<file path="config.mk">
export PLATFORM = sky130hd
export DESIGN_NAME = instr_enc_loader
export DESIGN_NICKNAME = d
export VERILOG_FILES = /design/src/rtl/instr_enc_loader.sv
export SDC_FILE = /design/constraint.sdc
export NUM_CORES = 1
export LEC_CHECK = 0
export CAP_MARGIN = 20
export CORE_ASPECT_RATIO = 1.75
export CORE_MARGIN = 2
export CORE_UTILIZATION = 44
export DETAILED_ROUTE_END_ITERATION = 10
export PLACE_DENSITY = 0.82
export REMOVE_ABC_BUFFERS = 1
export SLEW_MARGIN = 20
export SYNTH_ARGS = -nofsm -noshare
export SYNTH_HDL_FRONTEND = slang
export SYNTH_SLANG_ARGS = --single-unit
</file>
<file path="constraint.sdc">
create_clock -name clk -period 1.9 [get_ports clk]
set_input_delay 0.38 -clock clk [delete_from_list [all_inputs] [get_ports clk]]
set_output_delay 0.38 -clock clk [all_outputs]
set_load 0.02 [all_outputs]
</file>
<file path="src/rtl/instr_enc_loader.sv">
// RV32I field-to-word encoder that streams encoded instructions into instruction RAM.
// Optional macro INSTR_ENC_CHECK_EN enables immediate range/alignment checking (err_code 2).
module instr_enc_loader #(
    parameter int ADDR_W = 8
) (
    input  logic              clk,
    input  logic              rst_n,
    input  logic              start,
    input  logic [ADDR_W-1:0] base_addr,
    input  logic              in_valid,
    output logic              in_ready,
    input  logic [2:0]        in_fmt,
    input  logic [4:0]        in_rd,
    input  logic [4:0]        in_rs1,
    input  logic [4:0]        in_rs2,
    input  logic [2:0]        in_func3,
    input  logic [6:0]        in_func7,
    input  logic [31:0]       in_imm,
    input  logic              in_last,
    output logic              mem_we,
    output logic [ADDR_W+1:0] mem_addr,
    output logic [31:0]       mem_wdata,
    input  logic              mem_ready,
    output logic [ADDR_W:0]   count,
    output logic              done,
    output logic              err,
    output logic [1:0]        err_code
);

    typedef enum logic [1:0] {S_IDLE, S_RUN, S_DONE} state_e;
    typedef enum logic [1:0] {E_NONE, E_FMT, E_IMM, E_OVF} err_e;

    localparam logic [2:0] FMT_LOAD  = 3'd0;
    localparam logic [2:0] FMT_ALUI  = 3'd1;
    localparam logic [2:0] FMT_STORE = 3'd2;
    localparam logic [2:0] FMT_R     = 3'd3;
    localparam logic [2:0] FMT_B     = 3'd4;
    localparam logic [2:0] FMT_J     = 3'd5;

    localparam logic [6:0] OP_LOAD  = 7'b0000011;
    localparam logic [6:0] OP_ALUI  = 7'b0010011;
    localparam logic [6:0] OP_STORE = 7'b0100011;
    localparam logic [6:0] OP_R     = 7'b0110011;
    localparam logic [6:0] OP_B     = 7'b1100011;
    localparam logic [6:0] OP_J     = 7'b1101111;

    localparam logic [ADDR_W-1:0] PTR_MAX = '1;

    state_e            state, state_nx;
    err_e              err_q;
    logic [ADDR_W-1:0] ptr;
    logic              full;      // pointer has run past the last word
    logic              out_valid;
    logic              out_last;
    logic [31:0]       out_data;

    logic [31:0] enc;
    logic        illegal, imm_bad;
    logic        accept, complete, drop, load, restart, ovf_pending;

    // NOTE: every always_comb output gets a default first so no path leaves it unassigned (no latch).
    always_comb begin
        enc = '0;
        case (in_fmt)
            FMT_LOAD:  enc = {in_imm[11:0], in_rs1, in_func3, in_rd, OP_LOAD};
            FMT_ALUI:  enc = {in_imm[11:0], in_rs1, in_func3, in_rd, OP_ALUI};
            FMT_STORE: enc = {in_imm[11:5], in_rs2, in_rs1, in_func3, in_imm[4:0], OP_STORE};
            FMT_R:     enc = {in_func7, in_rs2, in_rs1, in_func3, in_rd, OP_R};
            FMT_B:     enc = {in_imm[12], in_imm[10:5], in_rs2, in_rs1, in_func3,
                              in_imm[4:1], in_imm[11], OP_B};
            FMT_J:     enc = {in_imm[20], in_imm[10:1], in_imm[11], in_imm[19:12], in_rd, OP_J};
            default:   enc = '0;
        endcase
    end

`ifdef INSTR_ENC_CHECK_EN
    // An immediate fits when all bits above the field's sign bit match the sign bit.
    always_comb begin
        imm_bad = 1'b0;
        case (in_fmt)
            FMT_LOAD, FMT_ALUI, FMT_STORE:
                imm_bad = (|in_imm[31:11]) && !(&in_imm[31:11]);
            FMT_B:
                imm_bad = ((|in_imm[31:12]) && !(&in_imm[31:12])) || in_imm[0];
            FMT_J:
                imm_bad = ((|in_imm[31:20]) && !(&in_imm[31:20])) || in_imm[0];
            default:
                imm_bad = 1'b0;
        endcase
    end
`else
    logic unused_imm_bits;
    assign unused_imm_bits = ^in_imm[31:21];
    assign imm_bad = 1'b0;
`endif

    assign illegal     = (in_fmt > FMT_J);
    assign ovf_pending = out_valid && (ptr == PTR_MAX);
    assign accept      = in_valid && in_ready;
    assign complete    = out_valid && mem_ready;
    assign drop        = accept && (full || illegal || imm_bad);
    assign load        = accept && !drop;
    assign restart     = start && (state != S_RUN);

    // NOTE: sequential state uses non-blocking assignments so every register samples pre-edge values.
    always_ff @(posedge clk or negedge rst_n) begin
        if (!rst_n) state <= S_IDLE;
        else        state <= state_nx;
    end

    always_comb begin
        state_nx = state;
        in_ready = 1'b0;
        done     = 1'b0;
        case (state)
            S_IDLE: begin
                if (start) state_nx = S_RUN;
            end
            S_RUN: begin
                in_ready = (!out_valid || mem_ready) && !ovf_pending && !(out_valid && out_last);
                if (accept && full)
                    state_nx = S_DONE;
                else if (complete && out_last)
                    state_nx = S_DONE;
                else if (drop && in_last && !(out_valid && !mem_ready))
                    state_nx = S_DONE;
            end
            S_DONE: begin
                done = 1'b1;
                if (start) state_nx = S_RUN;
            end
            default: state_nx = S_IDLE;
        endcase
    end

    always_ff @(posedge clk or negedge rst_n) begin
        if (!rst_n) begin
            ptr       <= '0;
            count     <= '0;
            full      <= 1'b0;
            out_valid <= 1'b0;
            out_last  <= 1'b0;
            out_data  <= '0;
            err       <= 1'b0;
            err_q     <= E_NONE;
        end else if (restart) begin
            ptr       <= base_addr;
            count     <= '0;
            full      <= 1'b0;
            out_valid <= 1'b0;
            out_last  <= 1'b0;
            err       <= 1'b0;
            err_q     <= E_NONE;
        end else begin
            if (complete) begin
                ptr       <= ptr + 1'b1;
                count     <= count + 1'b1;
                out_valid <= 1'b0;
                out_last  <= 1'b0;
                if (ptr == PTR_MAX) full <= 1'b1;
            end
            if (load) begin
                out_valid <= 1'b1;
                out_data  <= enc;
                out_last  <= in_last;
            end
            // A dropped final instruction hands the "last" role to the word still waiting.
            if (drop && in_last && out_valid && !mem_ready) out_last <= 1'b1;
            if (drop) begin
                err <= 1'b1;
                if (!err) begin
                    if (full)         err_q <= E_OVF;
                    else if (illegal) err_q <= E_FMT;
                    else              err_q <= E_IMM;
                end
            end
        end
    end

    assign mem_we    = out_valid;
    assign mem_addr  = {ptr, 2'b00};
    assign mem_wdata = out_data;
    assign err_code  = err_q;

endmodule

</file>
==> impl_metrics.csv, run 1 <==
group,metric,value,unit
outcome,status,"complete, no violations",
global_routing,globalRouteTotalUtil,0.230,
synth,syn_area_per_cell,10.2,µm²
cts,clock_latency,0.29,ns
finish,drive_gt1_frac,0.193,
drt,drc,0,
cts,cts_buffer_depth,2,
setup_path,cp-end-kind,"flip-flop",
finish,areaGrowthSynthToFinish,52.5,%
timing,fin_skew,0.00190,ns
timing,fin_crit,1.86,ns
synth,synth_top_area_cell,"dfrtp_1",
job,drv_cap,0,
timing,whs,0.0698,ns
power_and_ir_drop,ir_worst_vdd,0.859,mV
floorplan,core_region_area,7130,µm²
cts,htree_levels,2,
finish,n_fill_cell,550,
cts,cts_sinks,55,
power_and_ir_drop,power_density,1280,nW/µm²
power_and_ir_drop,p_leak,2.20,nW
placed_design,dp_slack,-0.322,ns
power_and_ir_drop,p_total,6.24,mW
synth,synth_async_sr_flop_share,1.00,
synth,synth-compound-area-share,0.146,
global_routing,grt_pass1_wl,14000,µm
hold_path,worst_hold_path_type,"input port to asynchronous set/reset pin",
global_routing,grt_pass1_vias,3006,
floorplan,dieArea,8010,µm²
floorplan,die_h,117,µm
global_routing,grt_overflow,0,
drt,num_vias,2990,
drt,finalWirelength,8880,µm
synth,muxShareOfSynthArea,0.162,
synth,yosysTopAreaCellShare,0.429,
floorplan,die_w,68.5,µm
synth,synthTopCellsByArea,"dfrtp_1 (43%), mux2_4 (13%), o21ai_0 (3.6%), a21oi_1 (3.3%), nand2_1 (3.0%)",
synth,synth_ff_type,"dfrtp_1",
cts,clkTransAtPathRegs,0.07,ns
cts,cts_buffers,5,
drt,avgRoutedWirePerCell,16.2,µm
finish,fin_nets,540,
timing,fin_crit_sh,0.978,
cts,hold_buffers,0,
drt,dr.pass1.iters,4,
timing,max_freq,538,MHz
drt,routed-wl-met2,4960,µm
drt,maxUsedRoutingLayer,"met4",
drt,vias_per_cell,5.46,
placed_design,place_congestion,0.842,
setup_path,crit_arrival,2.04,ns
drt,met1Wirelength,3270,µm
synth,synth_xor_area_frac,0.0383,
synth,postSynthCellCount,315,
setup_path,crit_fanout,24,
floorplan,rows,41,
synth,ys_ff_latch,55,
finish,fin_area,4890,µm²
timing,drv_slew,0,
synth,ys_warn_count,0,
placed_design,port_buffers,117,
synth,syn_area,3210,µm²
timing,setup_ws,0.0414,ns
global_routing,grt_start_max_net_pins,56,
synth,ys_seq_area_frac,0.429,
drt,wl_met3,464,µm
drt,drt_iter0_drc,153,
floorplan,initial_core_util,0.450,
placed_design,placed_area,4700,µm²
cts,root_buffer,"clkbuf_16",
synth,yosysUniqueCellTypes,46,
setup_path,critPathRequiredTime,2.08,ns
synth,synthAdderAreaFrac,0.0195,
finish,num_antenna_cells,0,
setup_path,cp-start-kind,"input port",
timing,hold_viol,0,
timing,rsz0062_at_grt,"false",
setup_path,crit_type,"input port to flip-flop",
synth,synth-simple-area-share,0.156,
cts,cts_tree,"built",
global_routing,antenna_found_initial,0,
placed_design,dp_hpwl,6860,µm
synth,synth_top_family_by_area,"multiplexers",
drt,ant_nets,0,
timing,finalSetupViolCount,0,
synth,synth-edff-count,0,
floorplan,ios,131,
path summary, 6_finish.rpt:
| check | slack [ns] | from | depth (start not counted) | end |
|---|---|---|---|---|
| setup / recovery | 0.04 | mem_ready | 7 | mem_wdata[6] |
| hold / removal | 0.07 | rst_n | 2 | ptr[6] |
| hold reg to reg | 0.47 | state[0] | 1 | state[0] |
| setup reg to reg | 0.12 | out_last | 6 | mem_wdata[6] |
| min in group clk | 0.47 | state[0] | 1 | state[0] |
| max in group asynchronous | 1.57 | rst_n | 2 | count[3] |
area by class of cell:
type                       count  area (µm²)  area share
multi-input combinational    231        1690       0.345
clock buffer                   6         139      0.0284
tap                           86         108      0.0220
sequential                    55        1380       0.282
clock inverter                 2        38.8     0.00794
inverter                       9        33.8     0.00691
timing repair buffer         159        1510       0.308
routing by layer:
| layer | GRT usage | vias up |
|---|---|---|
| met5 | 0 | - |
| met4 | 0.0720 | 0 |
| met3 | 0.0402 | 16 |
| met2 | 0.439 | 120 |
| met1 | 0.244 | 1440 |
| li1 | - | 1414 |
cell usage in the layout (no fill, tap or decap), drive strengths merged, types with 10 or more instances in the layout:
cell type      netlist  layout
mux2                30      30
o21ai               23      23
xor2                10      10
nor2                22      22
buf                 11      44
nand3               13      13
nand2               26      26
a21oi               21      21
dfrtp               55      55
clkdlybuf4s50        0     114
report_power, final:
part | internal (mW) | switching, mW
Combinational | 1.76 | 1.49
Sequential | 1.62 | 0.290
Clock | 0.663 | 0.420
synthesized netlist by cell type (4+ instances only):
library cell and number:
dfrtp_1 55, mux2_4 27, nand2_1 26, o21ai_0 23, nor2_1 22, a21oi_1 21
nand3_1 12, clkbuf_1 10, xor2_1 10, inv_1 8, mux2i_1 8, nor3_1 7
a32oi_1 6, nand4_1 6, a2111oi_0 5, a22oi_1 5, ha_1 5, nor2b_1 5
and4_1 4, buf_4 4, o22ai_1 4, xnor2_1 4
metrics by stage:
stage | TNS [ns] | util | std cells
global placement | -7.05 | 0.660 | 540
finish | 0 | 0.685 | 548
detailed placement | -7.31 | 0.660 | 540
CTS | 0 | 0.684 | 548
global route | 0 | 0.685 | 548
floorplan | -6.33 | - | 295
critical path, stage by stage:
cell and delay, ns:
clkdlybuf4s50_1 0.50, nand2b_1 0.09, buf_4 0.15, a211oi_4 0.29
nand3_4 0.11, buf_12 0.19, mux2_4 0.31
cells by family (layout without fill, tap and decap cells):
kind of cell,count (synthesis),after routing
XOR/XNOR,14,14
adder cells (fa/ha/maj),5,5
flip-flops,55,55
other,1,2
AO/OA/AOI/OAI,74,74
buffers and inverters,30,176
AND/OR/NAND/NOR,98,98
multiplexers,38,38
repair_timing:
action                                  in CTS  in global routing
endpoints found under the setup margin       1                 11
setup buffers                                0                  0
gates resized for setup                      4                  6
state kept, by name (all words and copies together), names as in the netlist:
register   count
ptr            8
err            1
count          9
state          2
mem_wdata     30
full           1
mem_we         1
out_last       1
err_code       2
Note: power is estimated with default switching activity, not from simulation.
==> inputs of run 2 (changes only) <==
Settings changed: CORE_ASPECT_RATIO 1.75 to 0.8, SETUP_SLACK_MARGIN set to 0.1.
==> impl_metrics.csv, run 2 (synthesis gave the netlist of run 1 again) <==
group,metric,value,unit
setup_path,slowest_stage,"dfrtp_1",
setup_path,crit_fanout,8,
timing,final.setup.tns,0,ns
drt,vias_per_cell,5.42,
setup_path,crit_chain,"nand2b_4 -> buf_6 -> a211oi_4 -> nand3_4 -> buf_6 -> buf_8 -> mux2_4",
placed_design,placed_area,4700,µm²
drt,finalWirelength,9530,µm
drt,dr.pass1.iters,4,
setup_path,r2r_cells,7,
floorplan,die_w,99.4,µm
global_routing,grt_pass1_wl,14800,µm
setup_path,r2r-end,"mem_wdata[21]",
power_and_ir_drop,switching_share,0.360,
timing,hold_viol,0,
power_and_ir_drop,p_leak,2.34,nW
timing,fin_crit,1.83,ns
timing,max_freq,545,MHz
setup_path,cpMostUsedCell,"buf_6",
setup_path,crit_arrival,2.04,ns
drt,avgRoutedWirePerCell,17.1,µm
power_and_ir_drop,power_density,1250,nW/µm²
cts,cts_buffers,5,
global_routing,globalRouteTotalUtil,0.237,
finish,fin_nets,549,
finish,n_fill_cell,523,
setup_path,cpPeakStageDelay,0.40,ns
timing,fin_crit_sh,0.965,
finish,fin_area,5030,µm²
cts,cts_buffer_depth,2,
finish,layout_common_cells,"clkdlybuf4s50_1 (103), dfrtp_1 (55), buf_4 (41), mux2_4 (27), nand2_1 (25)",
power_and_ir_drop,seqPwrFrac,0.306,
cts,cts_tree,"built",
floorplan,initial_core_util,0.461,
global_routing,grt_pass1_vias,3054,
timing,drv_slew,0,
job,drv_cap,0,
placed_design,place_congestion,0.848,
finish,num_antenna_cells,0,
floorplan,dieArea,7990,µm²
drt,drt_iter0_drc,143,
power_and_ir_drop,pwr-share-clk,0.149,
timing,whs,0.0363,ns
finish,layout_commonest_cell,"clkdlybuf4s50_1",
floorplan,die_h,80.3,µm
floorplan,core_region_area,6960,µm²
power_and_ir_drop,ir_worst_vdd,0.610,mV
timing,fin_skew,0.00958,ns
placed_design,dp_hpwl,6720,µm
cts,clkTransAtPathRegs,0.11,ns
finish,largest_register_ff_count,30,
hold_path,worst_hold_path_type,"input port to asynchronous set/reset pin",
cts,root_buffer,"clkbuf_8",
power_and_ir_drop,p_sw,2.27,mW
setup_path,cp-start-kind,"flip-flop",
drt,num_vias,3023,
floorplan,ios,131,
cts,htree_levels,2,
setup_path,cp-end-kind,"flip-flop",
setup_path,rrSetupSlack,0.07,ns
timing,finalSetupViolCount,0,
timing,rsz0062_at_grt,"true",
finish,areaGrowthSynthToFinish,57.0,%
global_routing,antenna_found_initial,0,
finish,drive_gt1_frac,0.229,
drt,ant_nets,0,
setup_path,crit_type,"flip-flop to flip-flop",
cts,cts_sinks,55,
placed_design,port_buffers,117,
drt,drc,0,
power_and_ir_drop,internal_power,4.04,mW
cts,hold_buffers,0,
setup_path,critPathRequiredTime,2.11,ns
global_routing,grt_start_max_net_pins,56,
cts,clock_latency,0.31,ns
global_routing,grt_overflow,0,
outcome,status,"complete, no violations",
power_and_ir_drop,combPwrFrac,0.546,
setup_path,r2r_start,"out_last",
floorplan,rows,27,
run 2: power by group through the flow:
| stage | logic, mW | registers, mW | clock network, mW |
|---|---|---|---|
| finish | 3.45 | 1.93 | 0.938 |
| CTS | 3.34 | 1.92 | 0.950 |
| floorplan | 1.06 | 2.48 | 0 |
| global placement | 3.16 | 1.92 | 0 |
| global route | 3.65 | 1.98 | 0.998 |
| detailed placement | 3.25 | 1.92 | 0 |
run 2: timing repair:
| item | 4_1_cts | 5_1_grt |
|---|---|---|
| buffers inserted | 1 | 7 |
| pin swaps | 1 | 5 |
| gates resized for setup | 17 | 24 |
| endpoints found under the setup margin | 34 | 26 |
| cloned | 2 | 0 |
run 2: layout make-up:
class                           count  area, µm²  area share
Tap cell                           87        109      0.0216
Sequential cell                    55       1380       0.273
Clock buffer                        5       68.8      0.0137
Clock inverter                      3       67.6      0.0134
Timing Repair Buffer              168       1650       0.328
Multi-Input combinational cell    231       1730       0.343
Inverter                            9       33.8     0.00671
run 2: how the worst max path moves through the flow:
stage	cells past startpoint	start	to
3_5_place_dp	5	mem_ready	in_ready
2_1_floorplan	5	ptr[0]	mem_wdata[12]
6_report	7	out_last	mem_wdata[21]
4_1_cts	5	ptr[0]	in_ready
5_1_grt	7	in_fmt[1]	mem_wdata[11]
3_3_place_gp	5	mem_ready	in_ready
run 2: metal layers:
layer	up-vias	wire [µm]	part of all wire	track usage
met3	15	757	0.079	0.0627
met4	0	173	0.018	0.0726
met2	142	4480	0.47	0.391
met1	1436	4120	0.43	0.306
met5	-	0	0	0
li1	1430	-	-	-
run 2: stage by stage:
stage,power [mW],setup slack (ns),utilization,instances
after floorplan,3.54,-0.217,-,295
after global placement,5.08,-0.325,0.675,540
after detailed placement,5.17,-0.330,0.675,540
after CTS,6.21,0.0303,0.706,551
after global routing,6.63,0.0182,0.723,558
final,6.31,0.0660,0.723,558
run 2: worst max-delay path: cells and delay by family, from the launching register on:
| kind | cells | cell delay (ns) |
|---|---|---|
| AO/OA/AOI/OAI | 1 | 0.29 |
| AND/OR/NAND/NOR | 2 | 0.32 |
| buffers and inverters | 3 | 0.42 |
| flip-flops | 1 | 0.40 |
| multiplexers | 1 | 0.30 |
